`config.mk`:
```
export PLATFORM = sky130hd
export DESIGN_NAME = ycbcr422_line_sequencer
export DESIGN_NICKNAME = d
export VERILOG_FILES = /design/src/rtl/ycbcr422_line_sequencer.sv
export SDC_FILE = /design/constraint.sdc
export NUM_CORES = 1
export LEC_CHECK = 0
export CORE_ASPECT_RATIO = 0.6
export CORE_MARGIN = 8
export CORE_UTILIZATION = 43
export DETAILED_ROUTE_END_ITERATION = 6
export GPL_ROUTABILITY_DRIVEN = 0
export GPL_TIMING_DRIVEN = 1
export PLACE_DENSITY = 0.8
export RECOVER_POWER = 50
export REMOVE_ABC_BUFFERS = 1
export SLEW_MARGIN = 10
export SYNTH_ARGS = -nofsm -noshare
export SYNTH_HDL_FRONTEND = slang
export SYNTH_SLANG_ARGS = --single-unit
```
`constraint.sdc`:
```
create_clock -name clk -period 2.2 [get_ports clk]
set_clock_uncertainty 0.15 [all_clocks]
set_input_delay 0.44 -clock clk [delete_from_list [all_inputs] [get_ports clk]]
set_output_delay 0.44 -clock clk [all_outputs]
set_load 0.05 [all_outputs]
```
`src/rtl/ycbcr422_line_sequencer.sv`:
```
`default_nettype none
// ============================================================================
// Module      : ycbcr422_line_sequencer
// Description : Line framing front end for a YCbCr422->444 converter: restarts
//               the chroma phase per line, pads odd lines, appends flush cycles,
//               latches chroma order per frame and flags line-length errors.
//               Build option SEQ_LINE_STATS_EN adds line count / last length.
// Revision    : 1.0 - initial release
// ============================================================================
module ycbcr422_line_sequencer #(
    parameter int         PIX_W     = 12,
    parameter int         FLUSH_CYC = 2,
    parameter logic [7:0] PAD_Y     = 8'h10,
    parameter logic [7:0] PAD_C     = 8'h80
) (
    input  logic             clk,
    input  logic             rst_n,
    input  logic             cfg_cr_first,
    input  logic [PIX_W-1:0] cfg_h_active,
    input  logic             err_clr,
    input  logic             i_v_sync,
    input  logic             i_h_sync,
    input  logic             i_de,
    input  logic [7:0]       i_c,
    input  logic [7:0]       i_y,
    output logic             o_v_sync,
    output logic             o_h_sync,
    output logic             o_conv_de,
    output logic [7:0]       o_conv_c,
    output logic [7:0]       o_conv_y,
    output logic             o_phase_rst,
    output logic             o_cr_first,
    output logic             o_busy,
    output logic             o_err_len,
    output logic             o_err_odd,
    output logic             o_err_gap,
    output logic [PIX_W-1:0] o_line_cnt,
    output logic [PIX_W-1:0] o_last_len
);

    typedef enum logic [1:0] {
        S_IDLE   = 2'd0,
        S_ACTIVE = 2'd1,
        S_PAD    = 2'd2,
        S_FLUSH  = 2'd3
    } state_t;

    localparam logic [2:0]       FLUSH_LAST = 3'(FLUSH_CYC - 1);
    localparam logic [PIX_W-1:0] PIX_ONE    = PIX_W'(1);

    state_t           state_q, state_d;
    logic [2:0]       flush_q, flush_d;
    logic [PIX_W-1:0] pix_q, pix_d;
    logic             line_end, gap_evt, odd_evt;

    logic             v_sync_q, h_sync_q;
    logic             conv_de_q, phase_rst_q, cr_first_q;
    logic [7:0]       conv_c_q, conv_y_q;
    logic             err_len_q, err_odd_q, err_gap_q;
    logic             frame_start;

    assign frame_start = i_v_sync & ~v_sync_q;

    always_comb begin
        state_d  = state_q;
        flush_d  = flush_q;
        pix_d    = pix_q;
        line_end = 1'b0;
        gap_evt  = 1'b0;
        odd_evt  = 1'b0;
        case (state_q)
            S_IDLE: begin
                if (i_de) begin
                    state_d = S_ACTIVE;
                    pix_d   = PIX_ONE;
                end
            end
            S_ACTIVE: begin
                if (i_de) begin
                    if (pix_q != {PIX_W{1'b1}}) pix_d = pix_q + PIX_ONE;
                end else begin
                    line_end = 1'b1;
                    state_d  = pix_q[0] ? S_PAD : S_FLUSH;
                    flush_d  = FLUSH_LAST;
                end
            end
            S_PAD: begin
                odd_evt = 1'b1;
                if (i_de) begin
                    gap_evt = 1'b1;
                    state_d = S_ACTIVE;
                    pix_d   = PIX_ONE;
                end else begin
                    state_d = S_FLUSH;
                    flush_d = FLUSH_LAST;
                end
            end
            S_FLUSH: begin
                if (i_de) begin
                    gap_evt = 1'b1;
                    state_d = S_ACTIVE;
                    pix_d   = PIX_ONE;
                end else if (flush_q == 3'd0) begin
                    state_d = S_IDLE;
                end else begin
                    flush_d = flush_q - 3'd1;
                end
            end
            default: state_d = S_IDLE;
        endcase
    end

    // Output registers follow the next state so data latency stays at one clock.
    always_ff @(posedge clk) begin
        if (!rst_n) begin
            state_q     <= S_IDLE;
            flush_q     <= 3'd0;
            pix_q       <= '0;
            v_sync_q    <= 1'b0;
            h_sync_q    <= 1'b0;
            conv_de_q   <= 1'b0;
            conv_c_q    <= 8'd0;
            conv_y_q    <= 8'd0;
            phase_rst_q <= 1'b0;
            cr_first_q  <= 1'b0;
            err_len_q   <= 1'b0;
            err_odd_q   <= 1'b0;
            err_gap_q   <= 1'b0;
        end else begin
            state_q     <= state_d;
            flush_q     <= flush_d;
            pix_q       <= pix_d;
            v_sync_q    <= i_v_sync;
            h_sync_q    <= i_h_sync;
            conv_de_q   <= (state_d != S_IDLE);
            conv_c_q    <= (state_d == S_ACTIVE) ? i_c : PAD_C;
            conv_y_q    <= (state_d == S_ACTIVE) ? i_y : PAD_Y;
            phase_rst_q <= (state_d == S_ACTIVE) && (state_q != S_ACTIVE);
            if (frame_start) cr_first_q <= cfg_cr_first;
            err_len_q   <= (line_end && (pix_q != cfg_h_active)) | (err_len_q & ~err_clr);
            err_odd_q   <= odd_evt | (err_odd_q & ~err_clr);
            err_gap_q   <= gap_evt | (err_gap_q & ~err_clr);
        end
    end

`ifdef SEQ_LINE_STATS_EN
    logic [PIX_W-1:0] line_cnt_q, last_len_q;

    always_ff @(posedge clk) begin
        if (!rst_n) begin
            line_cnt_q <= '0;
            last_len_q <= '0;
        end else begin
            if (line_end) last_len_q <= pix_q;
            if (frame_start)   line_cnt_q <= '0;
            else if (line_end) line_cnt_q <= line_cnt_q + PIX_ONE;
        end
    end

    assign o_line_cnt = line_cnt_q;
    assign o_last_len = last_len_q;
`else
    assign o_line_cnt = '0;
    assign o_last_len = '0;
`endif

    assign o_v_sync    = v_sync_q;
    assign o_h_sync    = h_sync_q;
    assign o_conv_de   = conv_de_q;
    assign o_conv_c    = conv_c_q;
    assign o_conv_y    = conv_y_q;
    assign o_phase_rst = phase_rst_q;
    assign o_cr_first  = cr_first_q;
    assign o_busy      = (state_q != S_IDLE);
    assign o_err_len   = err_len_q;
    assign o_err_odd   = err_odd_q;
    assign o_err_gap   = err_gap_q;

endmodule
`default_nettype wire

```
==> flow_metrics.env, run 1 <==
export IMPL_wire_per_inst_um=14.55
export IMPL_grt_first_pass_wirelength_um=8825
export IMPL_dp_final_hpwl_um=4152
export IMPL_static_leakage_nw=1.133
export IMPL_unrepaired_setup_endpoints_after_global_routing="false"
export IMPL_busiest_layer="met2"
export IMPL_synth_compound_area_share_pct=13.47
export IMPL_startpoint_type="flip-flop"
export IMPL_post_route_min_period_ns=2.077
export IMPL_synth_common_cells="dfxtp_1 (41), buf_4 (26), a21oi_1 (17)"
export IMPL_synth_area_sq_um=2108
export IMPL_grt_util_met1_pct=19.13
export IMPL_die_h_um=70.24
export IMPL_syn_instance_count=223
export IMPL_yosysWarnings=0
export IMPL_yosys_area_share_adder_pct=4.748
export IMPL_drtIter0Drc=97
export IMPL_synth_seq_cells=41
export IMPL_grt_max_degree=16
export IMPL_final_core_utilization_pct=62.13
export IMPL_dominant_combinational_cell_family_by_area_after_synthesis="simple AND/OR/NAND/NOR gates"
export IMPL_netlist_cell_type_count=48
export IMPL_postCtsSetupBuffers=0
export IMPL_post_synth_top_area_fraction_pct=38.93
export IMPL_timing_max_cap_violations=0
export IMPL_h_tree_levels=2
export IMPL_finalSetupViolCount=0
export IMPL_hold_violations=0
export IMPL_cellPowerDensity_nw_per_um2=673.0
export IMPL_drc=0
export IMPL_critical_path_class="flip-flop to output port"
export IMPL_cts_resized=0
export IMPL_clock_root_buffer="clkbuf_8"
export IMPL_most_frequently_used_cell_type_in_the_post_synthesis_netlist="dfxtp_1"
export IMPL_cts_clk_slew_worst_paths_ns=0.07
export IMPL_cp_required_ns=1.61
export IMPL_num_nets_final=343
export IMPL_post_synth_top_area_cell="dfxtp_1"
export IMPL_latest_clock_arrival_within_the_worst_skew_pair_ns=0.29
export IMPL_grt_met3_usage_pct=4.304
export IMPL_worstPathBufferInverterCount=1
export IMPL_grt_overflow=0
export IMPL_ys_seq_area_share_pct=38.93
export IMPL_crit_path_top_delay_cell="dlygate4sd3_1"
export IMPL_fin_crit_sh_pct=94.43
export IMPL_tritoncts="done"
export IMPL_synth_simple_gate_area_share_pct=23.44
export IMPL_final_layout_size_suffix_gt1_share_pct=13.67
export IMPL_whs_ns=0.3054
export IMPL_fillers=402
export IMPL_cts_hold_repair_buffers=0
export IMPL_sort_of_element_at_the_end_of_the_critical_path="output port"
export IMPL_die_area_sq_um=7473
export IMPL_syn_avg_cell_area_sq_um=9.454
export IMPL_grt_pass1_vias=1842
export IMPL_irDropWorstVdd_mv=0.4270
export IMPL_grt_met2_usage_pct=21.34
export IMPL_timing_critical_path_arrival_ns=1.49
export IMPL_design_portCount=84
export IMPL_synthXorXnorAreaFrac_pct=5.401
export IMPL_floorplan_initialDensity_pct=45.48
export IMPL_floorplan_rows=19
export IMPL_ant_nets=0
export IMPL_dr_total_vias=1788
export IMPL_slew_headroom_pct=65.26
export IMPL_cts_buffer_depth=2
export IMPL_grtUsageTotal_pct=14.47
export IMPL_slew_violations=0
export IMPL_crit_chain="dlygate4sd3_1"
export IMPL_post_drt_via_cell_ratio=4.926
export IMPL_number_of_diodes=0
export IMPL_drt_first_pass_iters=4
export IMPL_clkSinkCount=41
export IMPL_number_of_antenna_violations_at_the_first_check_in_global_routing=0
export IMPL_postSynth_topFlopCell="dfxtp_1"
export IMPL_detail_route_wirelength_um=5283
export IMPL_numPortBuffers=59
export IMPL_worst_path_dominant_cell_family="buffers and inverters"
export IMPL_max_clock_freq_ghz=0.4814
export IMPL_layout_area_overhead_vs_synth_pct=36.62
export IMPL_synthArstFlopShare_pct=0
export IMPL_max_slew_worst_pin_slew_ns=0.5195
export IMPL_min_path_type="flip-flop to flip-flop"
export IMPL_status="finished clean"
export IMPL_placeableCoreArea_sq_um=4636
export IMPL_totalNegativeSetupSlack_ns=0
export IMPL_muxShareOfSynthArea_pct=1.424
export IMPL_largest_cells_by_area_after_synthesis="dfxtp_1 (39%), buf_4 (9.3%), nor3b_2 (5.3%), xnor2_1 (5.0%), ha_1 (4.7%)"
export IMPL_chipWidth_um=106.4
export IMPL_cts_buffers_inserted=5
export IMPL_critical_path_max_stage_delay_ns=0.87
export IMPL_count_of_flip_flops_with_a_built_in_enable_after_synthesis=0
export IMPL_worst_path_max_fanout=1
==> registers in the layout (all words and copies together) (netlist names), 2 cells and up <==
register  flops
flush_q       3
state_q       2
pix_q        12
o_conv_y      8
o_conv_c      8
==> final cells by class <==
cell class                      count  area, sq um  area share [%]
Multi-Input combinational cell    164         1112           38.62
Sequential cell                    41        820.8           28.50
Timing Repair Buffer               78        726.9           25.24
Tap cell                           63        78.83           2.737
Clock buffer                        5        68.82           2.389
Inverter                           10        37.54           1.303
Clock inverter                      2        35.03           1.216
==> report_power, final <==
part,internal (mW),total [mW],leakage [nW],switching (mW)
registers,0.784,0.803,0.335,0.0192
logic,0.195,0.556,0.743,0.361
clock network,0.330,0.580,0.0540,0.250
total,1.31,1.94,1.13,0.630
==> worst min-delay path: cells and delay by family (launching register included) <==
kind	cells	cell delay, ns
simple gates	1	0.05
compound gates	1	0.05
flops	1	0.31
==> per-stage QoR <==
| step | instance area [sq um] | total power, mW | setup WS [ns] | cells |
|---|---|---|---|---|
| 2_1_floorplan | 1971 | 1.176 | 0.1311 | 215 |
| 3_3_place_gp | 2805 | 1.390 | -0.02986 | 356 |
| 3_5_place_dp | 2805 | 1.395 | -0.07392 | 356 |
| 4_1_cts | 2909 | 1.975 | 0.1165 | 363 |
| 5_1_grt | 2880 | 2.024 | 0.005161 | 363 |
| 6_report | 2880 | 1.938 | 0.1225 | 363 |
==> routing by layer <==
metal / up-vias / wire length (um)
met4: 0 / 74
met1: 824 / 2539
met2: 68 / 2202
met5: - / 0
li1: 889 / -
met3: 7 / 467
==> logic make-up after synthesis <==
logic type                 Yosys count
AOI/OAI and AO/OA                   46
xor gates and xnor gates            13
adders and majority gates            8
buffers and inverters               41
DFF                                 41
muxes                                3
other                                1
and+or+nand+nor                     70
==> path summary, 6_finish.rpt <==
path	to	slack, ns	start	cells after the start
max	o_conv_y[3]	0.12	o_conv_y[3]	1
min	o_err_len	0.31	o_err_len	2
max reg2reg	pix_q[4]	0.14	state_q[0]	5
min reg2reg	o_err_len	0.31	o_err_len	2
==> placed cells by master (no fill, tap or decap), types with 4 or more instances in the layout <==
master and count:
ha_1 8, a21oi_1 17, dlygate4sd3_1 14, nand4_1 4, inv_1 8, dfxtp_1 41
nor2_1 10, clkdlybuf4s50_1 44, o21ai_0 11, clkbuf_8 5, nand3_1 5, conb_1 24
buf_4 11, nor3b_2 9, xnor2_1 12, nor3b_1 6, or3_1 5, nand2_1 8
Power figures use the tool's default switching activity.
==> run 2: changes to the inputs <==
- CORE_UTILIZATION: 43 -> 47
- PLACE_DENSITY: 0.8 -> 0.86
- clock period: 2.2 -> 2.45 ns (I/O delays scaled with it)
==> run 2 against run 1 <==
  * Flip-flop and latch count unchanged
  * Utilization is essentially flat
  * Design area fell by 4.1%
  * Die area fell by 6.9%
  * Global-route usage increased by 0.54 points
==> flow_metrics.env, run 2 (same netlist as run 1, synthesis figures left out) <==
export IMPL_status="finished clean"
export IMPL_grt_max_degree=20
export IMPL_seq_area_sq_um=820.8
export IMPL_wire_per_inst_um=15.20
export IMPL_floorplan_initialDensity_pct=47.42
export IMPL_chipWidth_um=102.5
export IMPL_slew_headroom_pct=60.54
export IMPL_cp_required_ns=2.51
export IMPL_startpoint_type="input pin"
export IMPL_post_drt_via_cell_ratio=5.080
export IMPL_total_power_mw=1.609
export IMPL_num_nets_final=331
export IMPL_max_clock_freq_ghz=0.4497
export IMPL_timing_critical_path_arrival_ns=2.29
export IMPL_drt_first_pass_iters=4
export IMPL_fillers=377
export IMPL_critical_path_max_stage_delay_ns=0.77
export IMPL_cts_buffer_depth=2
export IMPL_dr_total_vias=1778
export IMPL_cts_resized=0
export IMPL_layout_commonest_cell="dfxtp_1"
export IMPL_final_layout_size_suffix_gt1_share_pct=9.408
export IMPL_number_of_diodes=0
export IMPL_drc=0
export IMPL_grt_first_pass_wirelength_um=8073
export IMPL_die_h_um=67.88
export IMPL_finalSetupViolCount=0
export IMPL_timing_max_cap_violations=0
export IMPL_slew_violations=0
export IMPL_multi_input_comb_area_sq_um=1112
export IMPL_floorplan_rows=19
export IMPL_grt_overflow=0
export IMPL_die_area_sq_um=6955
export IMPL_grtUsageTotal_pct=15.01
export IMPL_drtIter0Drc=125
export IMPL_postCtsSetupBuffers=0
export IMPL_ant_nets=0
export IMPL_layout_cells_most_common_list="dfxtp_1 (41), clkdlybuf4s50_1 (36), conb_1 (24), dlygate4sd3_1 (22), a21oi_1 (17)"
export IMPL_irDropWorstVdd_mv=0.3333
export IMPL_detail_route_wirelength_um=5321
export IMPL_register_with_the_most_flip_flops="pix_q"
export IMPL_fin_crit_sh_pct=90.77
export IMPL_design_portCount=84
export IMPL_crit_path_top_delay_cell="dlygate4sd3_1"
export IMPL_static_leakage_nw=1.074
export IMPL_numPortBuffers=59
export IMPL_critical_path_class="input pin to flip-flop"
export IMPL_crit_chain="dlygate4sd3_1 -> o21bai_1 -> a21oi_1 -> a311o_1 -> buf_4 -> nor3b_1"
export IMPL_clock_root_buffer="clkbuf_8"
export IMPL_min_path_type="flip-flop to flip-flop"
export IMPL_layout_area_overhead_vs_synth_pct=30.98
export IMPL_max_reg_flops=12
export IMPL_placeableCoreArea_sq_um=4446
export IMPL_hold_violations=0
export IMPL_cts_buffers_inserted=5
export IMPL_worst_path_max_fanout=15
export IMPL_cts_hold_repair_buffers=0
export IMPL_max_slew_worst_pin_slew_ns=0.5945
export IMPL_tritoncts="done"
export IMPL_clkSinkCount=41
export IMPL_latest_clock_arrival_within_the_worst_skew_pair_ns=0.29
export IMPL_grt_pass1_vias=1752
export IMPL_post_route_min_period_ns=2.224
export IMPL_cellPowerDensity_nw_per_um2=582.7
export IMPL_totalNegativeSetupSlack_ns=0
export IMPL_number_of_antenna_violations_at_the_first_check_in_global_routing=0
export IMPL_dp_final_hpwl_um=4209
export IMPL_cts_clk_slew_worst_paths_ns=0.07
export IMPL_unrepaired_setup_endpoints_after_global_routing="false"
export IMPL_sort_of_element_at_the_end_of_the_critical_path="flip-flop"
export IMPL_reg2reg_slack_ns=0.30
export IMPL_h_tree_levels=2
[run 2: area by class of cell]
type                    count  area share (%)
inverters                  10           1.359
clock buffers               5           2.492
multi-input cells         164           40.28
repair buffers             66           23.11
clock inverters             1          0.1812
well taps                  63           2.855
flip-flops and latches     41           29.72
[run 2: layer usage]
layer | up-vias | global-route usage (%) | routed length, um
met5 | - | 0 | 0
met4 | 0 | 4.900 | 74
met3 | 9 | 4.467 | 544
met2 | 85 | 24.96 | 2574
met1 | 820 | 18.46 | 2128
li1 | 864 | - | -
[run 2: stage by stage]
stage | setup slack, ns | hold WS [ns] | cells | area (sq um) | utilization [%]
after detailed placement | 0.009337 | 0.3134 | 344 | 2703 | 60.79
final | 0.2262 | 0.3128 | 350 | 2761 | 62.12
after global placement | 0.08975 | 0.2898 | 344 | 2703 | 60.79
after floorplan | 0.3811 | 0.3042 | 215 | 1971 | -
after global routing | 0.1199 | 0.3357 | 350 | 2761 | 62.12
after CTS | 0.2879 | 0.3234 | 350 | 2776 | 62.45
[run 2: worst paths after layout]
check             depth (start not counted)           to        from
hold / removal                            2    o_err_len   o_err_len
setup / recovery                          6  o_conv_y[2]        i_de
hold reg to reg                           2    o_err_len   o_err_len
setup reg to reg                          6     pix_q[6]  state_q[1]
[run 2: worst max-delay path: cells and delay by family]
kind            cells  cell delay, ns
buf+inv             2            0.98
compound gates      3            0.61
simple gates        1            0.20
[run 2: power by group]
| group | leakage, nW | internal (mW) | switching (mW) |
|---|---|---|---|
| logic | 0.699 | 0.164 | 0.323 |
| registers | 0.335 | 0.704 | 0.0171 |
| clock network | 0.0399 | 0.187 | 0.214 |
==> run 3: changes to the inputs <==
- HOLD_SLACK_MARGIN: default -> 0.12
==> results of run 3 <==
The final DEF is identical to that of run 2; final timing and power are the same.
